[src/rtl/cpu_pkg.sv]
// cpu_pkg: shared micro-op codes, address map constants and state/region types
//   used by the store router and the load-side return mux.
package cpu_pkg;
    localparam logic [4:0]  UOP_LDR      = 5'd10;
    localparam logic [4:0]  UOP_STR      = 5'd11;
    localparam logic [31:0] DCACHE_WORDS = 32'd31;
    localparam logic [31:0] GPIO_ADDR    = 32'd31;
    typedef enum logic [1:0] {REGION_DCACHE, REGION_GPIO, REGION_UNMAPPED} region_e;
    typedef enum logic {ST_IDLE, ST_WRITE} store_state_e;
endpackage

[src/rtl/mem_addr_decode.sv]
// mem_addr_decode: combinational address classifier shared by load and store paths.
//   addr   : 32-bit effective address (unsigned)
//   region : REGION_DCACHE for addr < DCACHE_WORDS, REGION_GPIO for addr == GPIO_ADDR,
//            REGION_UNMAPPED otherwise
module mem_addr_decode
    import cpu_pkg::region_e, cpu_pkg::REGION_DCACHE, cpu_pkg::REGION_GPIO, cpu_pkg::REGION_UNMAPPED;
#(
    parameter logic [31:0] DCACHE_WORDS = cpu_pkg::DCACHE_WORDS,
    parameter logic [31:0] GPIO_ADDR    = cpu_pkg::GPIO_ADDR
) (
    input  logic [31:0] addr,
    output region_e     region
);
    always_comb region = (addr < DCACHE_WORDS) ? REGION_DCACHE :
                         (addr == GPIO_ADDR)   ? REGION_GPIO   : REGION_UNMAPPED;
endmodule

[src/rtl/store_router.sv]
// store_router: routes STR micro-ops to the D-cache (one-entry buffered write),
//   the GPIO output register, or drops and counts unmapped stores.
//   clk, reset_n        : clock, async active-low reset
//   valid/uop/addr/data : issuing micro-op from execute
//   stall               : holds the issuing stage while a D-cache write is pending
//   dcache_*            : D-cache write request, completes on an edge with dcache_ready
//   gpio_out            : GPIO output register
//   unmapped_count/flag : saturating count and sticky flag of unmapped stores
module store_router
    import cpu_pkg::region_e, cpu_pkg::REGION_DCACHE, cpu_pkg::REGION_GPIO, cpu_pkg::REGION_UNMAPPED,
           cpu_pkg::store_state_e, cpu_pkg::ST_IDLE, cpu_pkg::ST_WRITE, cpu_pkg::UOP_LDR, cpu_pkg::UOP_STR;
#(
    parameter logic [31:0] DCACHE_WORDS = cpu_pkg::DCACHE_WORDS,
    parameter logic [31:0] GPIO_ADDR    = cpu_pkg::GPIO_ADDR,
    parameter int          GPIO_WIDTH   = 8,
    parameter int          CNT_WIDTH    = 8
) (
    input  logic                  clk,
    input  logic                  reset_n,
    input  logic                  valid,
    input  logic [4:0]            uop,
    input  logic [31:0]           addr,
    input  logic [31:0]           data,
    output logic                  stall,
    output logic                  dcache_we,
    output logic [4:0]            dcache_addr,
    output logic [31:0]           dcache_wdata,
    input  logic                  dcache_ready,
    output logic [GPIO_WIDTH-1:0] gpio_out,
    output logic [CNT_WIDTH-1:0]  unmapped_count,
    output logic                  unmapped_flag
);
    store_state_e r_state, w_next;
    region_e      w_region;
    logic         w_mem_op, w_accept;

    mem_addr_decode #(.DCACHE_WORDS(DCACHE_WORDS), .GPIO_ADDR(GPIO_ADDR)) u_dec (
        .addr   (addr),
        .region (w_region)
    );

    // Loads also stall during WRITE so they can never bypass the pending store.
    assign w_mem_op = valid && (uop == UOP_LDR || uop == UOP_STR);
    assign w_accept = valid && uop == UOP_STR && !stall;

    always_ff @(posedge clk or negedge reset_n)
        if (!reset_n) r_state <= ST_IDLE;
        else          r_state <= w_next;

    always_comb
        w_next = (r_state == ST_IDLE) ? ((w_accept && w_region == REGION_DCACHE) ? ST_WRITE : ST_IDLE)
                                      : (dcache_ready ? ST_IDLE : ST_WRITE);

    always_comb begin
        stall     = r_state == ST_WRITE && w_mem_op;
        dcache_we = r_state == ST_WRITE;
    end

    // Accept is only possible in IDLE, so the write buffer is never overwritten mid-write.
    always_ff @(posedge clk or negedge reset_n)
        if (!reset_n) begin
            dcache_addr    <= '0;
            dcache_wdata   <= '0;
            gpio_out       <= '0;
            unmapped_count <= '0;
            unmapped_flag  <= 1'b0;
        end else if (w_accept) begin
            if (w_region == REGION_DCACHE) begin
                dcache_addr  <= addr[4:0];
                dcache_wdata <= data;
            end
            if (w_region == REGION_GPIO) gpio_out <= data[GPIO_WIDTH-1:0];
            if (w_region == REGION_UNMAPPED) begin
                unmapped_flag <= 1'b1;
                if (unmapped_count != '1) unmapped_count <= unmapped_count + 1'b1;
            end
        end
endmodule

[config.mk]
export PLATFORM = sky130hd
export DESIGN_NAME = store_router
export DESIGN_NICKNAME = d
export VERILOG_FILES = /design/src/rtl/cpu_pkg.sv /design/src/rtl/mem_addr_decode.sv /design/src/rtl/store_router.sv
export SDC_FILE = /design/constraint.sdc
export NUM_CORES = 1
export LEC_CHECK = 0
export CAP_MARGIN = 20
export CELL_PAD_IN_SITES_DETAIL_PLACEMENT = 1
export CELL_PAD_IN_SITES_GLOBAL_PLACEMENT = 2
export CORE_ASPECT_RATIO = 0.6
export CORE_UTILIZATION = 25
export CTS_BUF_LIST = sky130_fd_sc_hd__clkbuf_2
export CTS_CLUSTER_DIAMETER = 100
export DETAILED_ROUTE_END_ITERATION = 12
export HOLD_SLACK_MARGIN = 0.03
export PLACE_DENSITY_LB_ADDON = 0.1
export SLEW_MARGIN = 15
export SYNTH_ARGS = -nofsm -noshare
export SYNTH_HDL_FRONTEND = slang
export SYNTH_SLANG_ARGS = --single-unit
[constraint.sdc]
create_clock -name clk -period 2.2 [get_ports clk]
set_clock_uncertainty 0.15 [all_clocks]
set_input_delay 0.33 -clock clk [delete_from_list [all_inputs] [get_ports clk]]
set_output_delay 0.33 -clock clk [all_outputs]
set_load 0.01 [all_outputs]
# Yosys cells after proc, flatten, opt, wreduce, memory -nomap -nowiden
# Index checks and enable logic that the tools add are counted.
dict set report word_totals {
  regBits 55
  in_bits 73
}
dict set report classes {
  n_addsub 1
  order_cmp 1
  eq_ne 6
  muxes 5
  n_reduce_logical 12
}
# cell count
set ops {}
lappend ops {{== test 32 x 5 -> 1 bit, second input constant} 1}
lappend ops {{less-than comparator 32 x 5 -> 1 bit, second input constant} 1}
lappend ops {{== test 5 x 4 -> 1 bit, second input constant} 2}
lappend ops {{adder 8 x 1 -> 8 bit, second input constant} 1}
lappend ops {{!= test 8 bit, second input constant} 1}
lappend ops {{AND reduction 2 bit} 3}
lappend ops {{logical AND 1 bit} 5}
lappend ops {{2-to-1 mux 2 bit} 2}
lappend ops {{2-to-1 mux 1 bit} 3}
lappend ops {{AND reduction 3 bit} 1}
lappend ops {{== test 2 x 1 -> 1 bit, second input constant} 1}
lappend ops {{== test 2 bit, second input constant} 1}
lappend ops {{logical NOT 2 bit} 1}
lappend ops {{logical NOT 1 bit} 1}
lappend ops {{logical OR 1 bit} 1}

# Longest topological paths before layout
# Gate-level depths: netlist (run 1).
dict set report logic_depth {
  depth_word 9
  depth_mapped 7
}

# Hierarchy
# From an unflattened synthesis (run 1), not the netlist that was laid out.
dict set report unflattened {
  cells_unflattened 159
  area_unflattened_um2 2363.5
}
# module instances cells_each area_per_inst_um2 seq_area_each_um2
set modules_own_cells {}
lappend modules_own_cells {store_router 1 146 2275.9 1376.3}
lappend modules_own_cells {mem_addr_decode 1 13 87.6 0.0}

# Worst setup path after synthesis (run 1)
# No wires, ideal clock.
dict set report synth_timing {
  path_kind {input to register}
  start {in addr[31]}
  end {reg gpio_out[0]}
  arrival_time_ns 1.814
  t_required_ns 1.925
  slack_ns 0.112
  path_stages 5
  path_cell_list {nor4_1 -> nand2_1 -> or3_4 -> nor3_4 -> mux2_2}
}
dict set report synth_between {
  elab_chain_len 5
  elab_cells_between_ends 6
  cone_classes {order compare: 1; eq/ne: 2; mux: 2; reduce/logical: 1}
}
# item line_no
set synth_lines {}
lappend synth_lines {{from (decl)} store_router.sv:22} ;# input logic [31:0] addr,
lappend synth_lines {{branches (longest 2 deep; another with less-than comparator 32 x 5 -> 1 bit)} --}
lappend synth_lines {{2-to-1 mux 2 bit *} mem_addr_decode.sv:14} ;# always_comb region = (addr < DCACHE_WORDS) ? REGION_DCACHE :
lappend synth_lines {{== test 2 x 1 -> 1 bit *} store_router.sv:72} ;# if (w_region == REGION_GPIO) gpio_out <= data[GPIO_WIDTH-1:0];
lappend synth_lines {{AND reduction 2 bit (no line) *} --}
lappend synth_lines {{to (signal assigned)} store_router.sv:72}
lappend synth_lines {{to (decl)} store_router.sv:29} ;# output logic [GPIO_WIDTH-1:0] gpio_out,
# Every way passes the cells marked *.
# A chain may end at the register's enable or synchronous reset.

# Final worst setup path (run 1)
dict set report layout_timing {
  start {in addr[29]}
  end {reg gpio_out[2]}
}
# The elaborated chain is that of the path after synthesis.

==> results.md, run 1 <==
* Vias in the first global route at around 2000
* Leakage power figure at 1.85 nW
* Max FO, Critical Path at 8
* Global Route Usage Sum at 14.5%
* # placed instances at 417
* Final Core Density at 44.6%
* Syn. warnings at 0
* Largest net degree at the start of global routing at 41
* H-tree depth at 2
* Req. time, crit path at 2.39 ns
* FF/Latch Area at 1380 um2
* Critical path cell sequence: clkdlybuf4s50_1 -> nor4_1 -> nand3_1 -> or3_4 -> nor3_4 -> buf_12 -> mux2_2
* Slew Limit Fails at 0
* Worst-Margin Slew at 0.395 ns
* Cell family with most CP delay: simple AND/OR/NAND/NOR gates
* Fmax achieved at around 460 MHz
* Mapped Area at 2350 um2
* Sequential-to-total area share from yosys stat at 58.7%
* DRT Wirelength at 6760 um
* Worst setup path class: input pin to register
* # diodes at 0
* CTS tree: yes
* Core area at 8820 um2
* Status: completed
* Post-detail-place hpwl at 5150 um
* Drt pass-1 iters at 3
* ANT nets after route at 0
* WP buf/inv at 2
* Ratio of cells with drive above 1 in the final layout at 23.7%
* Worst slew margin at approximately three quarters
* Clk Latency, worst-skew pair at roughly 0.43 ns
* Worst VDD drop at around 0.18 mV
* Die width at 127 um
* Clk slew on worst S/H paths at 0.27 ns
* Power density over cell area at 426 nW/um2
* Period Utilization, post-route at about 98%
* Layout Cells excl Fill at ~430
* Top-Level Pins at 129
* Distinct cells, synth at 26
* Number of port buffers at between 100 and 150
* DR WL/cell at between 15 and 20 um
* GR Overflow Total at 0
* Nets at roughly 370
* Drt first-iter violations at 33
* Synthesis-to-layout area growth at 67.6%
* Mean post-synth cell area at 15.2 um2
* CP Launch Type: input pin
* RSZ-0062 raised after global routing: no
* Slowest library cell on the worst path: clkdlybuf4s50_1
* Initial antenna violation count at 0
* Die H at roughly 77 um
* TritonCTS Sinks at 55
* Starting density of the core at 26.6%
* TritonCTS Buffers at 5
* Footprint of the multi-input gates at 927 um2
* Syn_nets at 228
* Via density at approximately 4.2
* Final-report hold violation count at 0
* CTS Buffer Depth at 2
* Clock Tree Root: clkbuf_2
* Via count at 1803
* Die Footprint at between 9000 and 10000 um2
* Num rows at 26
* Mapped Cells at 154
* First-pass GRT wire length at 10700 um
* Fill count at approximately 930
* Routability congestion estimate at 0.719
* DRC Markers at 0
* Worst Path Arrival at around 2.4 ns
* Worst setup EP type: register
* # setup viols final at 0
* #FFs+latches synth at 55
* Max-cap viol count at 0
* Fin crit period at around 2.2 ns
* Max stage delay on crit path at 0.40 ns
* Worst Hold Class: input pin to asynchronous set/reset pin
per-stage QoR:
step                      setup WS [ns]  hold slack, ns  cell area [um2]  total power [mW]  TNS (ns)
final                            0.0441           0.136             3930              1.68         0
after floorplan                   0.112          -0.116             2350              1.10         0
after CTS                        0.0596          0.0953             3930              1.72         0
after detailed placement         -0.472           0.129             3890              1.32    -17.18
after global placement           -0.379           0.131             3890              1.31    -13.71
after global routing            0.00226          0.0809             3930              1.78         0
cells by family (layout without fill, tap and decap cells):
kind of cell | count (synthesis) | in the layout | synth area share, %
flops | 55 | 55 | 58.7
buf+inv | 5 | 150 | 1.81
fa+ha+maj | 1 | 1 | 0.533
mux | 47 | 47 | 25.6
simple gates | 37 | 37 | 10.4
xor+xnor | 6 | 6 | 2.24
compound gates | 3 | 3 | 0.746
worst reg2reg max path, cell delays in order, from the launching register on:
cell     delay, ns
dfrtp_1       0.48
ha_1          0.25
nand3_1       0.10
o21ai_1       0.12
buf_4         0.16
nor3_1        0.25
xor2_1        0.17
layout by cell type, fill, tap and decap left out, types with 2 or more instances in the layout:
master / instances
nor3_4: 2
buf_12: 4
nor3b_1: 2
nor3_1: 5
nand3_1: 6
and3_1: 4
nor4_1: 6
clkdlybuf4s50_1: 126
mux2_2: 28
mux2_4: 19
nand2_1: 3
buf_4: 9
clkbuf_2: 5
xor2_1: 6
nor2b_1: 2
dfrtp_1: 55
layer usage:
layer	global-route usage, %	up-vias	wire length [um]
li1	-	844	-
met1	18.1	879	3030
met2	22.0	78	2860
met3	7.75	2	850
met4	3.21	0	19
met5	0	-	0
registers in the layout, summed over array words and instances, names as in the netlist:
| signal | count |
|---|---|
| dcache_we | 1 |
| dcache_wdata | 32 |
| unmapped_flag | 1 |
| dcache_addr | 5 |
| unmapped_count | 8 |
| gpio_out | 8 |
final cells by class:
type | count | area share (%)
clock buffers | 5 | 0.637
clock inverters | 2 | 0.223
inverters | 1 | 0.0955
multi-input cells | 94 | 23.6
flip-flops and latches | 55 | 35.0
well taps | 126 | 4.01
repair buffers | 142 | 36.4
worst paths after layout:
check / startpoint / end / slack [ns] / cells after the start
min in group clk: dcache_ready / dcache_we$_DFF_PN0_ / 0.27 / 2
hold / removal: reset_n / dcache_wdata[23]$_DFFE_PN0P_ / 0.14 / 2
hold reg to reg: unmapped_count[5]$_DFFE_PN0P_ / unmapped_count[5]$_DFFE_PN0P_ / 0.38 / 1
max in group asynchronous: reset_n / gpio_out[2]$_DFFE_PN0P_ / 1.20 / 3
setup / recovery: addr[29] / gpio_out[2]$_DFFE_PN0P_ / 0.04 / 7
setup reg to reg: unmapped_count[0]$_DFFE_PN0P_ / unmapped_count[7]$_DFFE_PN0P_ / 0.47 / 6
power by group:
group	switching [mW]	total, mW	internal [mW]
combinational	0.0738	0.243	0.169
sequential	0.0191	1.05	1.03
clock	0.313	0.381	0.0674
total	0.406	1.68	1.27
what timing repair did:
item | CTS | global route
resized for setup | 1 | 0
endpoints found under the setup margin | 1 | 0
hold buffers | 1 | 0
buffers inserted | 0 | 0
hold endpoints to repair | 55 | 0
cell usage after synthesis:
| master | count | area [um2] |
|---|---|---|
| mux2_2 | 28 | 315 |
| nand4_1 | 1 | 6.26 |
| ha_1 | 1 | 12.5 |
| and3_1 | 4 | 25.0 |
| nand3_1 | 6 | 30.0 |
| and4_1 | 1 | 8.76 |
| xor2_1 | 6 | 52.6 |
| inv_1 | 1 | 3.75 |
| nor3b_1 | 2 | 15.0 |
| o21bai_1 | 1 | 7.51 |
| mux2_4 | 19 | 285 |
| nand3_2 | 1 | 10.0 |
| o21ai_0 | 1 | 5.00 |
| buf_2 | 1 | 5.00 |
| nor2b_1 | 2 | 12.5 |
| nand2_1 | 3 | 11.3 |
| or3_4 | 1 | 11.3 |
| nor4_1 | 6 | 37.5 |
| buf_6 | 3 | 33.8 |
| nand2b_1 | 1 | 6.26 |
| o21ai_1 | 1 | 5.00 |
| and3b_1 | 1 | 8.76 |
| dfrtp_1 | 55 | 1380 |
| nor3_4 | 2 | 32.5 |
| nor3_1 | 5 | 25.0 |
| nor2_1 | 1 | 3.75 |
Power figures use the tool's default switching activity.
==> inputs of run 2 (changes only) <==
Settings changed: ABC_CLOCK_PERIOD_IN_PS from default to 2200, RECOVER_POWER from default to 100.
==> run 2 against run 1 <==
The run now ends with negative setup slack left. Sequential share of layout area increased by 1.0 points. Power fell by 0.92%. Final cell count stayed put. Critical path type unchanged. Highest routed layer unchanged.
==> results.md, run 2 (same netlist as run 1, synthesis figures left out) <==
* Status: finished with violations
* Failing checks: negative setup slack
* Synthesis-to-layout area growth at 62.8%
* Leakage power figure at 1.94 nW (+4.8%)
* TritonCTS Sinks at 55 (unchanged)
* Cell family with most CP delay: simple AND/OR/NAND/NOR gates
* Core area at 8820 um2 (unchanged)
* Drt first-iter violations at 32 (-3.0%)
* First-pass GRT wire length at 10700 um (unchanged)
* DRC Markers at 0 (unchanged)
* Min Hold Slack at 0.274 ns (+0.139 ns)
* Layout Cells excl Fill at 425 (unchanged)
* Top Registers: dcache_wdata: 32 flops, gpio_out: 8 flops, unmapped_count: 8 flops
* Fmax achieved at 454 MHz (-2.1%)
* Worst Path Arrival at 2.39 ns (+0.04 ns)
* DR WL/cell at 15.6 um (-1.6%)
* # setup viols final at 1 (+1)
* Slowest library cell on the worst path: or3_4
* Nets at 373 (unchanged)
* Max stage delay on crit path at 0.41 ns (about the same)
* DRT Wirelength at 6650 um (-1.6%)
* # placed instances at 417 (unchanged)
* Commonest cells after routing, fill and taps aside: clkdlybuf4s50_1 (71), dlygate4sd3_1 (56), dfrtp_1 (55)
* # diodes at 0 (unchanged)
* Worst setup path class: input pin to register
* Clk Latency, worst-skew pair at 0.43 ns (about the same)
* Die Footprint at 9790 um2 (unchanged)
* Setup WS post-layout at -0.00160 ns (-0.0457 ns)
* Ratio of cells with drive above 1 in the final layout at 18.1% (-5.7 points)
* Max FO, Critical Path at 8 (unchanged)
* Req. time, crit path at 2.39 ns (about the same)
* Via density at 4.23 (-0.28%)
* RSZ-0062 raised after global routing: no
* CP Launch Type: input pin
* Non-Filler Cell Area, Final at 3820 um2 (-2.8%)
* Commonest non-fill, non-tap cell in the layout: clkdlybuf4s50_1
* Worst VDD drop at 0.181 mV (-0.31%)
* Die H at 77.0 um (unchanged)
* Biggest register: dcache_wdata
* Clk slew on worst S/H paths at 0.27 ns (about the same)
* Post-detail-place hpwl at 5150 um (unchanged)
* Worst-Margin Slew at 0.859 ns (+0.464 ns)
* Slew Limit Fails at 0 (unchanged)
* CTS tree: yes
* Die width at 127 um (unchanged)
* Critical path cell sequence: clkdlybuf4s50_1 -> nor4_1 -> nand2_1 -> or3_4 -> nor3_2 -> buf_12 -> mux2_2
* GR Overflow Total at 0 (unchanged)
* Largest net degree at the start of global routing at 41 (unchanged)
* Number of flip-flops under the largest register name at 32 (unchanged)
* Final Core Density at 43.3% (-1.3 points)
* H-tree depth at 2 (unchanged)
* Initial antenna violation count at 0 (unchanged)
* Final-report hold violation count at 0 (unchanged)
* Number of port buffers at 128 (unchanged)
* Routability congestion estimate at 0.719 (unchanged)
* Worst slew margin at 42.8% (-31 points)
* Via count at 1798 (-0.28%)
* CTS Buffer Depth at 2 (unchanged)
* Num rows at 26 (unchanged)
* WP buf/inv at 2 (unchanged)
* Starting density of the core at 26.6% (unchanged)
* Clock Tree Root: clkbuf_2
* TNS Setup at -0.00160 ns (-0.00160 ns)
* Worst setup EP type: register
* Worst Hold Class: input pin to register
* Max-cap viol count at 0 (unchanged)
* Power density over cell area at 435 nW/um2 (+2.0%)
* Fin crit period at 2.20 ns (+0.0457 ns)
* Vias in the first global route at 1966 (unchanged)
* ANT nets after route at 0 (unchanged)
* TritonCTS Buffers at 5 (unchanged)
* DP Area at 3890 um2 (unchanged)
* Top-Level Pins at 129 (unchanged)
* Global Route Usage Sum at 14.5% (unchanged)
* Drt pass-1 iters at 2 (-1)
* Period Utilization, post-route at 100% (+2.1 points)
[run 2: cell types whose count changed in the layout (fill, tap and decap cells not counted), moves of 3 or more]
cell / previous run / this run
clkdlybuf4s50_1: 126 / 71
clkbuf_4: 0 / 3
mux2_1: 0 / 15
buf_12: 4 / 1
dlygate4sd3_1: 1 / 56
mux2_4: 19 / 4
[run 2: final timing paths]
check / startpoint / endpoint / slack, ns / depth (start not counted)
setup / recovery: addr[11] / gpio_out[2]$_DFFE_PN0P_ / -0.002 / 7
hold / removal: dcache_ready / dcache_we$_DFF_PN0_ / 0.27 / 2
setup reg to reg: dcache_we$_DFF_PN0_ / dcache_addr[3]$_DFFE_PN0P_ / 0.47 / 5
hold reg to reg: unmapped_count[5]$_DFFE_PN0P_ / unmapped_count[5]$_DFFE_PN0P_ / 0.37 / 1
max in group asynchronous: reset_n / gpio_out[2]$_DFFE_PN0P_ / 0.42 / 3
min in group asynchronous: reset_n / dcache_wdata[23]$_DFFE_PN0P_ / 0.31 / 2
[run 2: metal layers]
layer	vias to the layer above	track usage (%)	share of wire, %
li1	841	-	-
met3	2	7.75	13
met4	0	3.21	0.29
met1	877	18.1	44
met2	78	22.0	43
met5	-	0	0
[run 2: stage by stage]
step	setup slack (ns)	total power, mW
finish	-0.00160	1.66
global route	0.00489	1.76
CTS	0.0596	1.72
detailed placement	-0.472	1.32
global placement	-0.379	1.31
floorplan	0.112	1.10
[run 2: cell type report]
cell class                 instances  area [um2]
clock buffer                       5        25.0
clock inverter                     2        8.76
multi-input combinational         94         858
fill                             937        5000
tap                              126         158
inverter                           1        3.75
sequential                        55        1380
timing repair buffer             142        1390
[run 2: worst register-to-register path: stages, from the launching register on]
cell,delay [ns]
dfrtp_1,0.45
inv_1,0.08
and4_1,0.24
nand3_2,0.11
buf_4,0.25
mux2_1,0.35
[run 2: repair_timing]
item / CTS / global route
resized for setup: 1 / 0
endpoints found under the setup margin: 1 / 0
endpoints found under the hold margin: 55 / 0
hold buffers: 1 / 0
setup buffers: 0 / 0
[run 2: power breakdown]
group          leakage, nW  switching, mW  internal (mW)
sequential           0.764         0.0183           1.03
combinational         1.15         0.0720          0.159
clock               0.0262          0.311         0.0674
total                 1.94          0.401           1.26
==> inputs of run 3 (changes only) <==
Settings changed: ABC_CLOCK_PERIOD_IN_PS 2200 to 2600, CORE_UTILIZATION 25 to 26, CTS_BUF_LIST sky130_fd_sc_hd__clkbuf_2 to sky130_fd_sc_hd__clkbuf_16.
Clock period 2.2 ns to 2.6 ns, I/O delays scaled along.
==> run 3 against run 2 <==
The run ends with max-capacitance violations, max-slew violations left. Clock power is 67% higher. Die area is 3.8% lower. Routed wire length fell by 1.2%. Clock-buffer cell count did not move. Hold slack improved by 0.053 ns. Final cell count shrank 4.5%. First-iteration DRC count up 78%. Register-to-register slack gained 0.29 ns. Non-clock buffer count shrank 5. Sequential power fell by 16%. Critical path type unchanged.
==> results.md, run 3 (same netlist as run 1, synthesis figures left out) <==
* Status: finished with violations
* Failing checks: max-capacitance violations, max-slew violations
* Max-cap viol count at 1 (+1)
* Commonest cells after routing, fill and taps aside: clkdlybuf4s50_1 (71), dlygate4sd3_1 (57), dfrtp_1 (55)
* DP Area at 3810 um2 (-2.1%)
* DR WL/cell at 16.2 um (+3.4%)
* Num rows at 26 (unchanged)
* Number of flip-flops under the largest register name at 32 (unchanged)
* Fin crit period at 2.45 ns
* Clock Power Share at 36.9% (+14 points)
* Clk Latency, worst-skew pair at 0.29 ns (-0.14 ns)
* Routability congestion estimate at 0.691 (-3.9%)
* Nets at 368 (-1.3%)
* Worst slack, placed at -0.162 ns (+0.310 ns)
* Max FO, Critical Path at 8 (unchanged)
* H-tree depth at 2 (unchanged)
* Die width at 125 um (-1.9%)
* R2r setup slk at 0.76 ns (+0.29 ns)
* Top Registers: dcache_wdata: 32 flops, gpio_out: 8 flops, unmapped_count: 8 flops
* Cell Int Power at 1.35 mW (+7.4%)
* # resized after CTS at 0 (-1)
* Via density at 4.41 (+4.2%)
* RSZ-0062 raised after global routing: no
* Clk slew on worst S/H paths at 0.07 ns (-0.20 ns)
* Die H at 75.6 um (-1.9%)
* Reg power frac at 51.7% (-12 points)
* Period Utilization, post-route at 94.3%
* Net Sw Frac at 21.1% (-3.1 points)
* Post-detail-place hpwl at 5210 um (+1.2%)
* Max stage delay on crit path at 0.41 ns (about the same)
* Core area at 8620 um2 (-2.2%)
* Fmax achieved at around 410 MHz
* Vias in the first global route at 1938 (-1.4%)
* Cell family with most CP delay: simple AND/OR/NAND/NOR gates
* Slew Limit Fails at 28 (+28)
* Leakage power figure at 1.97 nW (+1.3%)
* Gate power share at 11.4% (-2.5 points)
* Drt pass-1 iters at 4 (+2)
* # diodes at 0 (unchanged)
* First-pass GRT wire length at 10600 um (-1.5%)
* GR Overflow Total at 0 (unchanged)
* Worst setup EP type: register
* Top-Level Pins at 129 (unchanged)
* Number of port buffers at 128 (unchanged)
* Largest net degree at the start of global routing at 31 (-24%)
* R2R depth at 5 (unchanged)
* Fill count at 922 (-1.6%)
* Starting density of the core at 27.2% (+0.60 points)
* Initial antenna violation count at 0 (unchanged)
* Commonest non-fill, non-tap cell in the layout: clkdlybuf4s50_1
* Worst Hold Depth at 1 (-1)
* ANT nets after route at 0 (unchanged)
* Clock Tree Root: clkbuf_16
* FF-to-FF Start: dcache_we$_DFF_PN0_
* Global Route Usage Sum at 14.9% (+0.44 points)
* Biggest register: dcache_wdata
* DRC Markers at 0 (unchanged)
* Slowest library cell on the worst path: clkdlybuf4s50_1
* Critical path cell sequence: clkdlybuf4s50_1 -> nor4_1 -> nand2_1 -> or3_4 -> nor3_2 -> buf_12 -> mux2_2
* CTS Buffer Depth at 2 (unchanged)
* TritonCTS Sinks at 55 (unchanged)
* Setup WS post-layout at 0.149 ns (+0.150 ns)
* NetSw at 0.361 mW (-10%)
* Via count at 1790 (-0.44%)
* Worst-Margin Slew at 1.60 ns (+0.743 ns)
* Drt first-iter violations at 57 (+78%)
* Worst VDD drop at 0.181 mV (about the same)
* Worst Path Arrival at 2.47 ns (+0.08 ns)
* Power density over cell area at 445 nW/um2 (+2.4%)
* Worst slew margin at -6.75% (-50 points)
* R2r endpoint: dcache_wdata[22]$_DFFE_PN0P_
* WP buf/inv at 2 (unchanged)
* TritonCTS Buffers at 5 (unchanged)
* Hold-critical path endpoint: unmapped_flag$_DFFE_PN0P_
* DRT Wirelength at 6570 um (-1.2%)
* # setup viols final at 0 (-1)
* Synthesis-to-layout area growth at 64.1%
* Req. time, crit path at 2.62 ns (+0.23 ns)
* Ratio of cells with drive above 1 in the final layout at 15.0% (-3.1 points)
* Final-report hold violation count at 0 (unchanged)
* Die Footprint at 9420 um2 (-3.8%)
* Non-Filler Cell Area, Final at 3850 um2 (+0.79%)
* CP Launch Type: input pin
* Worst setup path class: input pin to register
* HP Start: unmapped_flag$_DFFE_PN0P_
* CTS tree: yes
* Worst Hold Class: register to register
==> run 3: changes by cell type in the layout (fill, tap and decap cells not counted), sizes merged <==
cell and delta:
clkbuf -1, dlygate4sd2 -1, dlygate4sd3 +1, buf -4
==> run 3: power groups by stage <==
| stage | combinational [mW] | clock [mW] | sequential [mW] |
|---|---|---|---|
| final | 0.196 | 0.632 | 0.885 |
| after global routing | 0.212 | 0.702 | 0.888 |
| after CTS | 0.209 | 0.665 | 0.886 |
| after detailed placement | 0.206 | 0 | 0.903 |
| after global placement | 0.202 | 0 | 0.903 |
| after floorplan | 0.0249 | 0 | 0.909 |
==> run 3: metal layers <==
metal / global-route usage (%) / up-vias / share of wire, %
met5: 0 / - / 0
met4: 3.61 / 0 / 0.67
met3: 6.11 / 5 / 6.9
met2: 23.0 / 59 / 45
met1: 19.7 / 889 / 47
li1: - / 837 / -
==> run 3: worst max-delay path by stage <==
stage	slack, ns	start	cells after the start	endpoint
2_1_floorplan	0.45	addr[31]	5	gpio_out[0]$_DFFE_PN0P_
3_3_place_gp	-0.09	addr[21]	7	gpio_out[4]$_DFFE_PN0P_
3_5_place_dp	-0.16	addr[7]	7	gpio_out[1]$_DFFE_PN0P_
4_1_cts	0.15	addr[7]	7	gpio_out[1]$_DFFE_PN0P_
5_1_grt	0.08	reset_n	3	gpio_out[1]$_DFFE_PN0P_
6_report	0.15	addr[7]	7	gpio_out[1]$_DFFE_PN0P_
==> run 3: what timing repair did <==
action,4_1_cts,5_1_grt
hold endpoints to repair,25,0
setup buffers,0,0
hold buffers,1,0
==> run 3: through the flow <==
step	std cells	TNS, ns	hold slack, ns	power [mW]	util [%]
after floorplan	154	0	-0.0556	0.934	-
after global placement	398	-0.678	0.318	1.11	44.2
after detailed placement	398	-1.22	0.317	1.11	44.2
after CTS	406	0	0.339	1.76	45.8
after global routing	406	0	0.338	1.80	44.7
final	406	0	0.327	1.71	44.7
==> run 3: worst reg2reg max path, cell delays in order, from the launching register on <==
cell and delay (ns):
dfrtp_1 0.36, inv_1 0.08, and4_1 0.22, nand3_1 0.12, buf_4 0.39, mux2_2 0.42
==> run 3: final cells by class <==
class | count | area, um2 | share of cell area [%]
inverters | 1 | 3.75 | 0.0975
flip-flops and latches | 55 | 1380 | 35.7
clock buffers | 5 | 125 | 3.25
clock inverters | 2 | 8.76 | 0.227
multi-input cells | 94 | 848 | 22.0
well taps | 112 | 140 | 3.64
repair buffers | 137 | 1350 | 35.0
